**config.mk**
```make
export PLATFORM = sky130hd
export DESIGN_NAME = ysyx_22041211_lsu_flat
export DESIGN_NICKNAME = d
export VERILOG_FILES = /design/src/rtl/ysyx_22041211_lsu_if.sv /design/src/rtl/ysyx_22041211_lsu.sv /design/src/flat_wrapper.sv
export SDC_FILE = /design/constraint.sdc
export NUM_CORES = 1
export LEC_CHECK = 0
export ABC_AREA = 1
export CAP_MARGIN = 15
export CORE_MARGIN = 2
export CORE_UTILIZATION = 49
export CTS_BUF_LIST = sky130_fd_sc_hd__clkbuf_2
export DETAILED_ROUTE_END_ITERATION = 6
export PLACE_DENSITY_LB_ADDON = 0.3
export REMOVE_ABC_BUFFERS = 1
export SETUP_SLACK_MARGIN = 0.4
export SYNTH_ARGS = -nofsm -noshare
export SYNTH_HDL_FRONTEND = slang
export SYNTH_SLANG_ARGS = --single-unit
```
**constraint.sdc**
```tcl
create_clock -name clk -period 3.34 [get_ports clk]
set_input_delay 0.668 -clock clk [delete_from_list [all_inputs] [get_ports clk]]
set_output_delay 0.668 -clock clk [all_outputs]
set_load 0.03 [all_outputs]
```
**src/rtl/ysyx_22041211_lsu_if.sv**
```systemverilog
// rtl/ysyx_22041211_lsu_if.sv - word-wide req/gnt/rvalid memory bus between LSU and memory
interface ysyx_22041211_lsu_if;
  logic        mem_req;
  logic        mem_we;
  logic [31:0] mem_addr;
  logic [31:0] mem_wdata;
  logic [3:0]  mem_wstrb;
  logic        mem_gnt;
  logic        mem_rvalid;
  logic [31:0] mem_rdata;

  modport master (
    output mem_req, mem_we, mem_addr, mem_wdata, mem_wstrb,
    input  mem_gnt, mem_rvalid, mem_rdata
  );

  modport slave (
    input  mem_req, mem_we, mem_addr, mem_wdata, mem_wstrb,
    output mem_gnt, mem_rvalid, mem_rdata
  );
endinterface

```
**src/rtl/ysyx_22041211_lsu.sv**
```systemverilog
// rtl/ysyx_22041211_lsu.sv - load/store unit between EXU and WB with aligned bus access and load extension
module ysyx_22041211_lsu #(
  parameter int DATA_LEN = 32
) (
  input  logic                clk,
  input  logic                rst,
  input  logic                exu_valid_i,
  output logic                lsu_ready_o,
  input  logic [2:0]          load_type_i,
  input  logic [1:0]          store_type_i,
  input  logic [DATA_LEN-1:0] alu_result_i,
  input  logic [DATA_LEN-1:0] store_data_i,
  input  logic                wd_i,
  input  logic [4:0]          wreg_i,
  input  logic [DATA_LEN-1:0] csr_wdata_i,
  ysyx_22041211_lsu_if.master mem,
  output logic                lsu_valid_o,
  input  logic                wb_ready_i,
  output logic                wd_o,
  output logic [4:0]          wreg_o,
  output logic [DATA_LEN-1:0] wdata_o,
  output logic [DATA_LEN-1:0] csr_wdata_o,
  output logic                misalign_o
);
  localparam logic [2:0] LOAD_LB_8   = 3'd1;
  localparam logic [2:0] LOAD_LH_16  = 3'd2;
  localparam logic [2:0] LOAD_LW_32  = 3'd3;
  localparam logic [2:0] LOAD_LBU_8  = 3'd4;
  localparam logic [2:0] LOAD_LHU_16 = 3'd5;
  localparam logic [1:0] STORE_SB_8  = 2'd1;
  localparam logic [1:0] STORE_SH_16 = 2'd2;
  localparam logic [1:0] STORE_SW_32 = 2'd3;

  typedef enum logic [1:0] {IDLE, ADDR, DATA, RESP} state_t;

  state_t      state_q, state_d;
  logic [2:0]  ld_type_q;
  logic [1:0]  off_q;
  logic        we_q;
  logic [31:0] addr_q, mwdata_q;
  logic [3:0]  strb_q;

  logic        is_load, is_store, acc_misalign;
  logic [3:0]  acc_strb;
  logic [31:0] acc_mwdata, shifted, load_val;

  // A load request takes priority when EXU flags both a load and a store.
  assign is_load  = (load_type_i != 3'd0);
  assign is_store = !is_load && (store_type_i != 2'd0);

  always_comb begin
    acc_misalign = 1'b0;
    acc_strb     = 4'b0000;
    acc_mwdata   = store_data_i;
    if (is_load) begin
      case (load_type_i)
        LOAD_LH_16, LOAD_LHU_16: acc_misalign = alu_result_i[0];
        LOAD_LW_32:              acc_misalign = (alu_result_i[1:0] != 2'b00);
        default:                 acc_misalign = 1'b0;
      endcase
    end else if (is_store) begin
      case (store_type_i)
        STORE_SB_8: begin
          acc_strb   = 4'b0001 << alu_result_i[1:0];
          acc_mwdata = {4{store_data_i[7:0]}};
        end
        STORE_SH_16: begin
          acc_misalign = alu_result_i[0];
          acc_strb     = 4'b0011 << alu_result_i[1:0];
          acc_mwdata   = {2{store_data_i[15:0]}};
        end
        STORE_SW_32: begin
          acc_misalign = (alu_result_i[1:0] != 2'b00);
          acc_strb     = 4'b1111;
        end
        default: acc_strb = 4'b0000;
      endcase
    end
  end

  always_comb begin
    shifted  = mem.mem_rdata >> {off_q, 3'b000};
    load_val = shifted;
    case (ld_type_q)
      LOAD_LB_8:   load_val = {{24{shifted[7]}}, shifted[7:0]};
      LOAD_LH_16:  load_val = {{16{shifted[15]}}, shifted[15:0]};
      LOAD_LBU_8:  load_val = {24'd0, shifted[7:0]};
      LOAD_LHU_16: load_val = {16'd0, shifted[15:0]};
      default:     load_val = shifted;
    endcase
  end

  always_ff @(posedge clk) begin
    if (rst) state_q <= IDLE;
    else     state_q <= state_d;
  end

  always_comb begin
    state_d = state_q;
    case (state_q)
      IDLE: if (exu_valid_i) state_d = ((is_load || is_store) && !acc_misalign) ? ADDR : RESP;
      ADDR: if (mem.mem_gnt) state_d = DATA;
      DATA: if (mem.mem_rvalid) state_d = RESP;
      RESP: if (wb_ready_i) state_d = IDLE;
      default: state_d = IDLE;
    endcase
  end

  always_ff @(posedge clk) begin
    if (rst) begin
      ld_type_q   <= 3'd0;
      off_q       <= 2'd0;
      we_q        <= 1'b0;
      addr_q      <= 32'd0;
      mwdata_q    <= 32'd0;
      strb_q      <= 4'd0;
      wd_o        <= 1'b0;
      wreg_o      <= 5'd0;
      wdata_o     <= 32'd0;
      csr_wdata_o <= 32'd0;
      misalign_o  <= 1'b0;
    end else begin
      case (state_q)
        IDLE: if (exu_valid_i) begin
          wreg_o      <= wreg_i;
          csr_wdata_o <= csr_wdata_i;
          misalign_o  <= acc_misalign;
          wd_o        <= wd_i & ~acc_misalign;
          wdata_o     <= (is_load || is_store) ? 32'd0 : alu_result_i;
          ld_type_q   <= is_load ? load_type_i : 3'd0;
          off_q       <= alu_result_i[1:0];
          if ((is_load || is_store) && !acc_misalign) begin
            addr_q   <= {alu_result_i[31:2], 2'b00};
            we_q     <= is_store;
            mwdata_q <= acc_mwdata;
            strb_q   <= acc_strb;
          end
        end
        DATA: if (mem.mem_rvalid && ld_type_q != 3'd0) wdata_o <= load_val;
        default: ;
      endcase
    end
  end

  assign lsu_ready_o   = (state_q == IDLE);
  assign lsu_valid_o   = (state_q == RESP);
  assign mem.mem_req   = (state_q == ADDR);
  assign mem.mem_we    = we_q;
  assign mem.mem_addr  = addr_q;
  assign mem.mem_wdata = mwdata_q;
  assign mem.mem_wstrb = strb_q;
endmodule

```
**src/flat_wrapper.sv**
```systemverilog
// flat-port wrapper written by rule: the top's interface ports become plain ports
module ysyx_22041211_lsu_flat 
#(
  parameter int DATA_LEN = 32
)
  (clk, rst, exu_valid_i, lsu_ready_o, load_type_i, store_type_i, alu_result_i, store_data_i, wd_i, wreg_i, csr_wdata_i, lsu_valid_o, wb_ready_i, wd_o, wreg_o, wdata_o, csr_wdata_o, misalign_o, mem_mem_req, mem_mem_we, mem_mem_addr, mem_mem_wdata, mem_mem_wstrb, mem_mem_gnt, mem_mem_rvalid, mem_mem_rdata);
  ysyx_22041211_lsu_if mem_i ();
  input  logic clk;
  input  logic rst;
  input  logic exu_valid_i;
  output logic lsu_ready_o;
  input  logic [2:0] load_type_i;
  input  logic [1:0] store_type_i;
  input  logic [DATA_LEN-1:0] alu_result_i;
  input  logic [DATA_LEN-1:0] store_data_i;
  input  logic wd_i;
  input  logic [4:0] wreg_i;
  input  logic [DATA_LEN-1:0] csr_wdata_i;
  output logic lsu_valid_o;
  input  logic wb_ready_i;
  output logic wd_o;
  output logic [4:0] wreg_o;
  output logic [DATA_LEN-1:0] wdata_o;
  output logic [DATA_LEN-1:0] csr_wdata_o;
  output logic misalign_o;
  output wire logic [$bits(mem_i.mem_req)-1:0] mem_mem_req;
  output wire logic [$bits(mem_i.mem_we)-1:0] mem_mem_we;
  output wire logic [$bits(mem_i.mem_addr)-1:0] mem_mem_addr;
  output wire logic [$bits(mem_i.mem_wdata)-1:0] mem_mem_wdata;
  output wire logic [$bits(mem_i.mem_wstrb)-1:0] mem_mem_wstrb;
  input wire logic [$bits(mem_i.mem_gnt)-1:0] mem_mem_gnt;
  input wire logic [$bits(mem_i.mem_rvalid)-1:0] mem_mem_rvalid;
  input wire logic [$bits(mem_i.mem_rdata)-1:0] mem_mem_rdata;
  assign mem_mem_req = mem_i.mem_req;
  assign mem_mem_we = mem_i.mem_we;
  assign mem_mem_addr = mem_i.mem_addr;
  assign mem_mem_wdata = mem_i.mem_wdata;
  assign mem_mem_wstrb = mem_i.mem_wstrb;
  assign mem_i.mem_gnt = mem_mem_gnt;
  assign mem_i.mem_rvalid = mem_mem_rvalid;
  assign mem_i.mem_rdata = mem_mem_rdata;
  ysyx_22041211_lsu #(.DATA_LEN(DATA_LEN)) u_core (.clk(clk), .rst(rst), .exu_valid_i(exu_valid_i), .lsu_ready_o(lsu_ready_o), .load_type_i(load_type_i), .store_type_i(store_type_i), .alu_result_i(alu_result_i), .store_data_i(store_data_i), .wd_i(wd_i), .wreg_i(wreg_i), .csr_wdata_i(csr_wdata_i), .mem(mem_i), .lsu_valid_o(lsu_valid_o), .wb_ready_i(wb_ready_i), .wd_o(wd_o), .wreg_o(wreg_o), .wdata_o(wdata_o), .csr_wdata_o(csr_wdata_o), .misalign_o(misalign_o));
endmodule
```
==> results of run 1 <==
## power by group through the flow
stage | Clock [W] | Combinational (W) | Sequential, W
finish | 0.00116 | 0.00381 | 0.00239
global route | 0.00126 | 0.00416 | 0.00244
CTS | 0.00118 | 0.00381 | 0.00238
detailed placement | 0 | 0.00379 | 0.00242
global placement | 0 | 0.00374 | 0.00240
floorplan | 0 | 0.00148 | 0.00315
## layer usage
metal	track usage (%)	vias to the layer above
met4	9.150	0
met3	6.504	38
met1	36.27	3548
met5	0	-
li1	-	3943
met2	48.66	322
## per-stage QoR
stage / area (um2) / total power (W) / setup WS, ns / hold slack (ns) / TNS [ns]
after floorplan: 6739 / 0.004633 / -1.036 / 0.4700 / -71.10
after global placement: 9980 / 0.006140 / 0.6082 / 0.4470 / 0
after detailed placement: 9980 / 0.006204 / 0.5593 / 0.4526 / 0
after CTS: 10260 / 0.007369 / 0.4444 / 0.3306 / 0
after global routing: 10260 / 0.007860 / 0.5096 / 0.3344 / 0
final: 10260 / 0.007350 / 0.5960 / 0.3761 / 0
## worst max-delay path: cells and delay by family (launching register included)
kind,cells,cell delay (ns)
buffers and inverters,2,0.77
adders and majority gates,1,0.19
DFF,1,0.39
## sequential cells by signal, indices dropped and copies added (netlist names)
signal / flops
u_core.state_q: 2
u_core.csr_wdata_o: 32
u_core.mem.mem_addr: 30
u_core.mem.mem_wstrb: 4
u_core.mem.mem_wdata: 32
u_core.off_q: 2
u_core.wdata_o: 32
u_core.wd_o: 1
u_core.ld_type_q: 3
u_core.mem.mem_we: 1
u_core.wreg_o: 5
u_core.misalign_o: 1
## cell families after synthesis
group,after synthesis
adders and majority gates,10
DFF,145
and+or+nand+nor,468
buffers and inverters,168
AOI/OAI and AO/OA,270
other,1
## cell usage after synthesis
master / instances / share of area, %
inv_2: 5 / 0.26
a21oi_1: 87 / 6.0
nand4_1: 43 / 3.7
dfxtp_1: 145 / 40
and3_1: 8 / 0.69
o22ai_1: 1 / 0.087
nand3b_1: 1 / 0.10
buf_6: 4 / 0.62
o21ai_0: 171 / 12
clkinv_2: 1 / 0.069
clkinv_1: 2 / 0.10
nor2_1: 143 / 7.4
nand2_2: 2 / 0.17
nor2_2: 2 / 0.17
clkbuf_1: 30 / 1.6
nor3_1: 3 / 0.21
nand2_1: 216 / 11
buf_4: 10 / 1.0
nand3b_2: 1 / 0.16
clkbuf_4: 3 / 0.31
conb_1: 1 / 0.052
buf_2: 26 / 1.8
nand3_2: 2 / 0.28
o21ai_1: 11 / 0.76
nand3_4: 1 / 0.24
inv_1: 81 / 4.2
nand3_1: 36 / 2.5
buf_1: 2 / 0.10
ha_1: 10 / 1.7
buf_12: 4 / 1.1
nand2_4: 1 / 0.16
or2_2: 8 / 0.69
nor2_4: 1 / 0.16
## worst paths after layout
| check | slack, ns | to | start |
|---|---|---|---|
| worst max-delay path | 0.60 | mem_mem_req | u_core.state_q[1] |
| worst min-delay path | 0.38 | u_core.mem.mem_wdata[26] | rst |
| worst max register to register | 0.96 | u_core.wdata_o[5] | u_core.state_q[0] |
| worst min register to register | 0.47 | u_core.mem.mem_addr[6] | u_core.mem.mem_addr[6] |
## layout make-up
| type | count | share of cell area (%) |
|---|---|---|
| multi-input combinational | 750 | 34.11 |
| clock buffer | 18 | 0.8776 |
| timing repair buffer | 300 | 29.35 |
| clock inverter | 14 | 1.828 |
| inverter | 89 | 3.267 |
| antenna | 2 | 0.04876 |
| sequential | 145 | 28.28 |
| tap | 184 | 2.243 |
==> summary.md, run 1 <==
| Metric | Value |
|---|---|
| Main combinational cell family by area after synthesis | `simple AND/OR/NAND/NOR gates` |
| Post-DP HPWL | `15.99 mm` |
| Final ANT Viol Nets | `0` |
| Max-slew violations | `0` |
| Post-route clock period utilization | `between 80% and 90%` |
| Worst path max stage delay | `0.68 ns` |
| Reg area | `slightly below 3000 um2` |
| CTS tree | `built` |
| Clk buf depth | `2` |
| Multi-input gate area | `between 3000 and 4000 um2` |
| Worst-path fanout max | `4` |
| Routed length on met2 | `~11 mm` |
| Hold Fails Final Rpt | `0` |
| Initial core utilization | `49.78%` |
| Non-filler instance count after layout | `1502` |
| F_max | `364.4 MHz` |
| #FFs+latches synth | `around 150` |
| Layout area overhead | `42.41%` |
| CTS Sinks | `145` |
| Clock network fraction of total power | `around 16%` |
| H-tree levels | `4` |
| Synth cell types | `33` |
| Avg WL per Cell | `between 15 and 20 um` |
| DP Cell Count | `between 1000 and 1500` |
| Die ar. | `15700 um2` |
| Post-Route M1 WL | `between 9 and 10 mm` |
| Initial antenna violation count | `2` |
| Switching Share | `about 45%` |
| Syn Area/Cell | `6.787 um2` |
| P_sw | `between 0.003 and 0.004 W` |
| Setup Buffers After CTS | `0` |
| Seq/Total Area, Yosys | `40.27%` |
| Clk root buf | `clkbuf_2` |
| Worst slew pin tran | `between 0.6 and 0.7 ns` |
| Post-synthesis adder-cell area fraction | `1.736%` |
| Vias in the first global route | `7351` |
| Maxcap violations | `0` |
| Number of instances on the worst hold path | `4` |
| Site Rows | `44` |
| Synth Area in Compound Gates | `18.76%` |
| IO Port Bufs | `285` |
| Initial DRC Count | `between 500 and 600` |
| Worst vdd ir | `about 0.52 mV` |
| Uppermost layer routed | `met4` |
| Leading cell types in the layout, fill and taps excluded | `clkdlybuf4s50_1, nand2_1, o21ai_0` |
| Die height | `about 130 um` |
| Most common cell after layout, fill and taps aside | `clkdlybuf4s50_1` |
| CTS Hold Bufs | `0` |
| Leak Pwr | `around 4.3 nW` |
| Post-Synthesis Cells | `1062` |
| Seq pwr share | `between 30% and 40%` |
| Via count | `roughly 8000` |
| PwrDens | `716.0 nW/um2` |
| WP data required | `roughly 2.7 ns` |
| GP Congestion | `approximately 0.82` |
| Crit end category | `primary output` |
| Post-cts sizing count | `0` |
| Critical Path AT | `~2.1 ns` |
| RSZ-0062 raised after global routing | `no` |
| Layout cells sized above 1 | `around 5.4%` |
| Crit start category | `flop` |
| Clock Skew | `approximately 0.023 ns` |
| Min Tclk post-route | `around 2.7 ns` |
| Clock-pin slew on the worst setup and hold paths | `~0.22 ns` |
| GRT overflow | `0` |
| Worst reg2reg path depth | `9` |
| Metal3 WL | `about 1.6 mm` |
| Synth Area in XOR/XNOR | `0%` |
| Simple-gate share of the synthesized area | `~28%` |
| Core box area | `roughly 14000 um2` |
| Average vias per placed instance | `about 5.2` |
| Number of CTS-inserted buffers | `17` |
| Hold WC Path Type | `in2reg` |
| Total routed wirelength | `approximately 23 mm` |
| Ports | `about 290` |
| Total GRT Usage | `about 29%` |
| First-pass GRT wire length | `between 30 and 40 mm` |
| Highest-delay cell along the critical path | `clkdlybuf4s50_1` |
| Rel. slew slack | `a little under three fifths` |
| Post-synthesis mux area share | `0%` |
| Cell internal pwr | `0.004077 W` |
| Setup violations, final | `0` |
| Fill cell count | `between 1000 and 1500` |
| Drt first pass iters | `5` |
| Later-pin clock latency in the skew report | `around 0.74 ns` |
| Synth Warn # | `0` |
| Final Util | `between 70% and 80%` |
| Combinational power share | `between 50% and 60%` |
| Largest net degree at the start of global routing | `76` |
| Final nets | `around 1500` |
| Run status | `completed` |
| CP Class | `reg2out` |
| Crit-path cells | `inv_1 -> ha_1 -> clkdlybuf4s50_1` |
| Synthesized area | `a little over 7000 um2` |
| Die X | `125.3 um` |
| # DRC | `0` |
Note: power is estimated with default switching activity, not from simulation.
==> run 2: changes to the inputs <==
--- a/config.mk
+++ b/config.mk
@@ -8,7 +8,7 @@
 export ABC_AREA = 1
 export CAP_MARGIN = 15
 export CORE_MARGIN = 2
-export CORE_UTILIZATION = 49
+export CORE_UTILIZATION = 41
 export CTS_BUF_LIST = sky130_fd_sc_hd__clkbuf_2
 export DETAILED_ROUTE_END_ITERATION = 6
 export PLACE_DENSITY_LB_ADDON = 0.3
==> constraint.sdc (replaced) <==
create_clock -name clk -period 2.5 [get_ports clk]
set_input_delay 0.5 -clock clk [delete_from_list [all_inputs] [get_ports clk]]
set_output_delay 0.5 -clock clk [all_outputs]
set_load 0.03 [all_outputs]
==> run 2 against run 1 <==
Effect of this change: flip-flop and latch count unchanged; via count rose by 2.0%; critical endpoint is now lsu_ready_o; hold slack got worse by 0.093 ns; cell area down 0.60%; clock-buffer cell count is 1 lower; cell count is 3.7% higher; combinational power increased by 30%; sequential power rose by 33%; largest cell class unchanged; utilization down 12 points; worst setup slack lost 0.14 ns; non-clock buffer count grew 15.
==> summary.md, run 2 (synthesis results as in run 1) <==
| Metric | Value |
|---|---|
| Run status | `completed` |
| Worst slew pin tran | `0.6711 ns (+0.02937 ns)` |
| Highest-delay cell along the critical path | `dfxtp_2` |
| Worst vdd ir | `0.4162 mV (-19%)` |
| Hold WC Path Type | `in2reg` |
| Layout cells sized above 1 | `11.12% (+5.7 points)` |
| Final nets | `1473 (+1.0%)` |
| Multi-input gate area | `3516 um2 (+0.43%)` |
| PwrDens | `943.0 nW/um2 (+32%)` |
| Crit end category | `primary output` |
| Final Util | `59.20% (-12 points)` |
| Rel. slew slack | `55.14% (-2.0 points)` |
| Largest net degree at the start of global routing | `86 (+13%)` |
| Die X | `136.6 um (+9.0%)` |
| WP data required | `2.00 ns (-0.67 ns)` |
| Clock-pin slew on the worst setup and hold paths | `0.22 ns (about the same)` |
| Die height | `136.6 um (+9.0%)` |
| M3 GR Usage | `5.481% (-1.0 points)` |
| CTS tree | `built` |
| Final ANT Viol Nets | `0 (unchanged)` |
| RSZ-0062 raised after global routing | `yes` |
| Initial core utilization | `41.82% (-8.0 points)` |
| Final WS setup | `0.4554 ns (-0.1406 ns)` |
| IO Port Bufs | `285 (unchanged)` |
| # DRC | `0 (unchanged)` |
| Final total power | `0.009622 W (+31%)` |
| Site Rows | `48 (+9.1%)` |
| Worst-path fanout max | `6 (+2)` |
| Fill cell count | `1676 (+38%)` |
| Leading cell types in the layout, fill and taps excluded | `nand2_1, o21ai_0, nor2_1, clkdlybuf4s50_1, dfxtp_1` |
| DP Cell Count | `1523 (+3.7%)` |
| Most common cell after layout, fill and taps aside | `nand2_1` |
| Average vias per placed instance | `5.145 (-1.6%)` |
| GR Layer Usage met1 | `31.62% (-4.6 points)` |
| Drt first pass iters | `5 (unchanged)` |
| Setup violations, final | `0 (unchanged)` |
| Crit-path cells | `inv_1 -> ha_4 -> buf_4` |
| Post-DP HPWL | `16.82 mm (+5.2%)` |
| Die ar. | `18660 um2 (+19%)` |
| Total GRT Usage | `25.16% (-3.5 points)` |
| Vias in the first global route | `7291 (-0.82%)` |
| Initial antenna violation count | `1 (-1)` |
| Clock Skew | `0.01725 ns (-0.005374 ns)` |
| H-tree levels | `4 (unchanged)` |
| Maxcap violations | `0 (unchanged)` |
| Leak Pwr | `4.613 nW (+7.2%)` |
| Crit start category | `flop` |
| F_max | `between 400 and 500 MHz` |
| Hold Fails Final Rpt | `0 (unchanged)` |
| Reg area | `2905 um2 (about the same)` |
| Clk root buf | `clkbuf_2` |
| GRT overflow | `0 (unchanged)` |
| CTS Sinks | `145 (unchanged)` |
| Layout area overhead | `41.55%` |
| Design area | `10200 um2 (-0.60%)` |
| First-pass GRT wire length | `36.95 mm (about the same)` |
| Initial DRC Count | `610 (+10%)` |
| Clk buf depth | `2 (unchanged)` |
| Total routed wirelength | `24.10 mm (+5.2%)` |
| GRT busiest layer | `met2` |
| Via count | `8011 (+2.0%)` |
| Routing usage on met2 | `42.42% (-6.2 points)` |
| Avg WL per Cell | `15.48 um (+1.5%)` |
| Cell Area, Placed | `10190 um2 (+2.1%)` |
| Post-route clock period utilization | `between 80% and 90%` |
| Setup slack at placement | `0.02945 ns (-0.5299 ns)` |
| Max-slew violations | `0 (unchanged)` |
| GP Congestion | `0.8390 (+1.8%)` |
| Min Tclk post-route | `2.045 ns` |
| Non-filler instance count after layout | `1557 (+3.7%)` |
| Worst path max stage delay | `0.41 ns (-0.27 ns)` |
| CP Class | `reg2out` |
| Ports | `288 (unchanged)` |
| Core box area | `17240 um2 (+19%)` |
| Number of CTS-inserted buffers | `17 (unchanged)` |
| Later-pin clock latency in the skew report | `0.70 ns (-0.04 ns)` |
| Critical Path AT | `1.54 ns (-0.54 ns)` |
-- run 2: cell types whose count changed in the layout (fill, tap and decap cells not counted), sizes merged, moves of 3 or more --
cell	before	now
buf	16	34
clkinvlp	4	1
clkdlybuf4s15	0	64
dlygate4sd2	0	25
clkinv	6	10
clkbuf	18	66
clkdlybuf4s50	283	143
-- run 2: per-stage QoR --
stage | setup TNS [ns] | hold slack [ns]
after floorplan | -160.98 | 0.4700
after global placement | 0 | 0.4466
after detailed placement | 0 | 0.4500
after CTS | 0 | 0.2043
after global routing | 0 | 0.2064
final | 0 | 0.2829
-- run 2: area by class of cell --
class                   count  share of cell area, %
repair buffers            315                  28.35
clock inverters            15                  1.815
inverters                  89                  3.286
diodes                      1                0.02452
multi-input cells         750                  34.46
well taps                 225                  2.759
flip-flops and latches    145                  28.47
clock buffers              17                 0.8338
-- run 2: worst paths after layout --
kind / startpoint / end / slack [ns] / cells past startpoint
worst min-delay path: rst / u_core.wdata_o[31] / 0.28 / 5
worst max register to register: u_core.off_q[1] / u_core.wdata_o[19] / 0.57 / 5
worst max-delay path: u_core.state_q[0] / lsu_ready_o / 0.46 / 3
worst min register to register: u_core.mem.mem_wdata[4] / u_core.mem.mem_wdata[4] / 0.47 / 2
-- run 2: timing repair --
action,4_1_cts,5_1_grt
buffers inserted,1,0
pin swaps,0,0
resized for setup,168,159
setup endpoints to repair,141,112
cloned,0,0
hold buffers,0,0
-- run 2: power by group --
part	switching (W)	internal, W	total (W)
combinational	0.00325	0.00169	0.00494
clock	0.000937	0.000572	0.00151
sequential	0.000297	0.00287	0.00317
total	0.00449	0.00514	0.00962
-- run 2: critical path: cells and delay by family (launching register included) --
family,cells,cell delay (ns)
fa+ha+maj,1,0.18
buf+inv,2,0.26
flops,1,0.41
-- run 2: routing by layer --
metal  wire length [um]  vias up  share of wire, %
met1              10170     3638                42
met3               1765       43               7.3
li1                   -     3990                 -
met2              11620      340                48
met5                  0        -                 0
met4                538        0               2.2
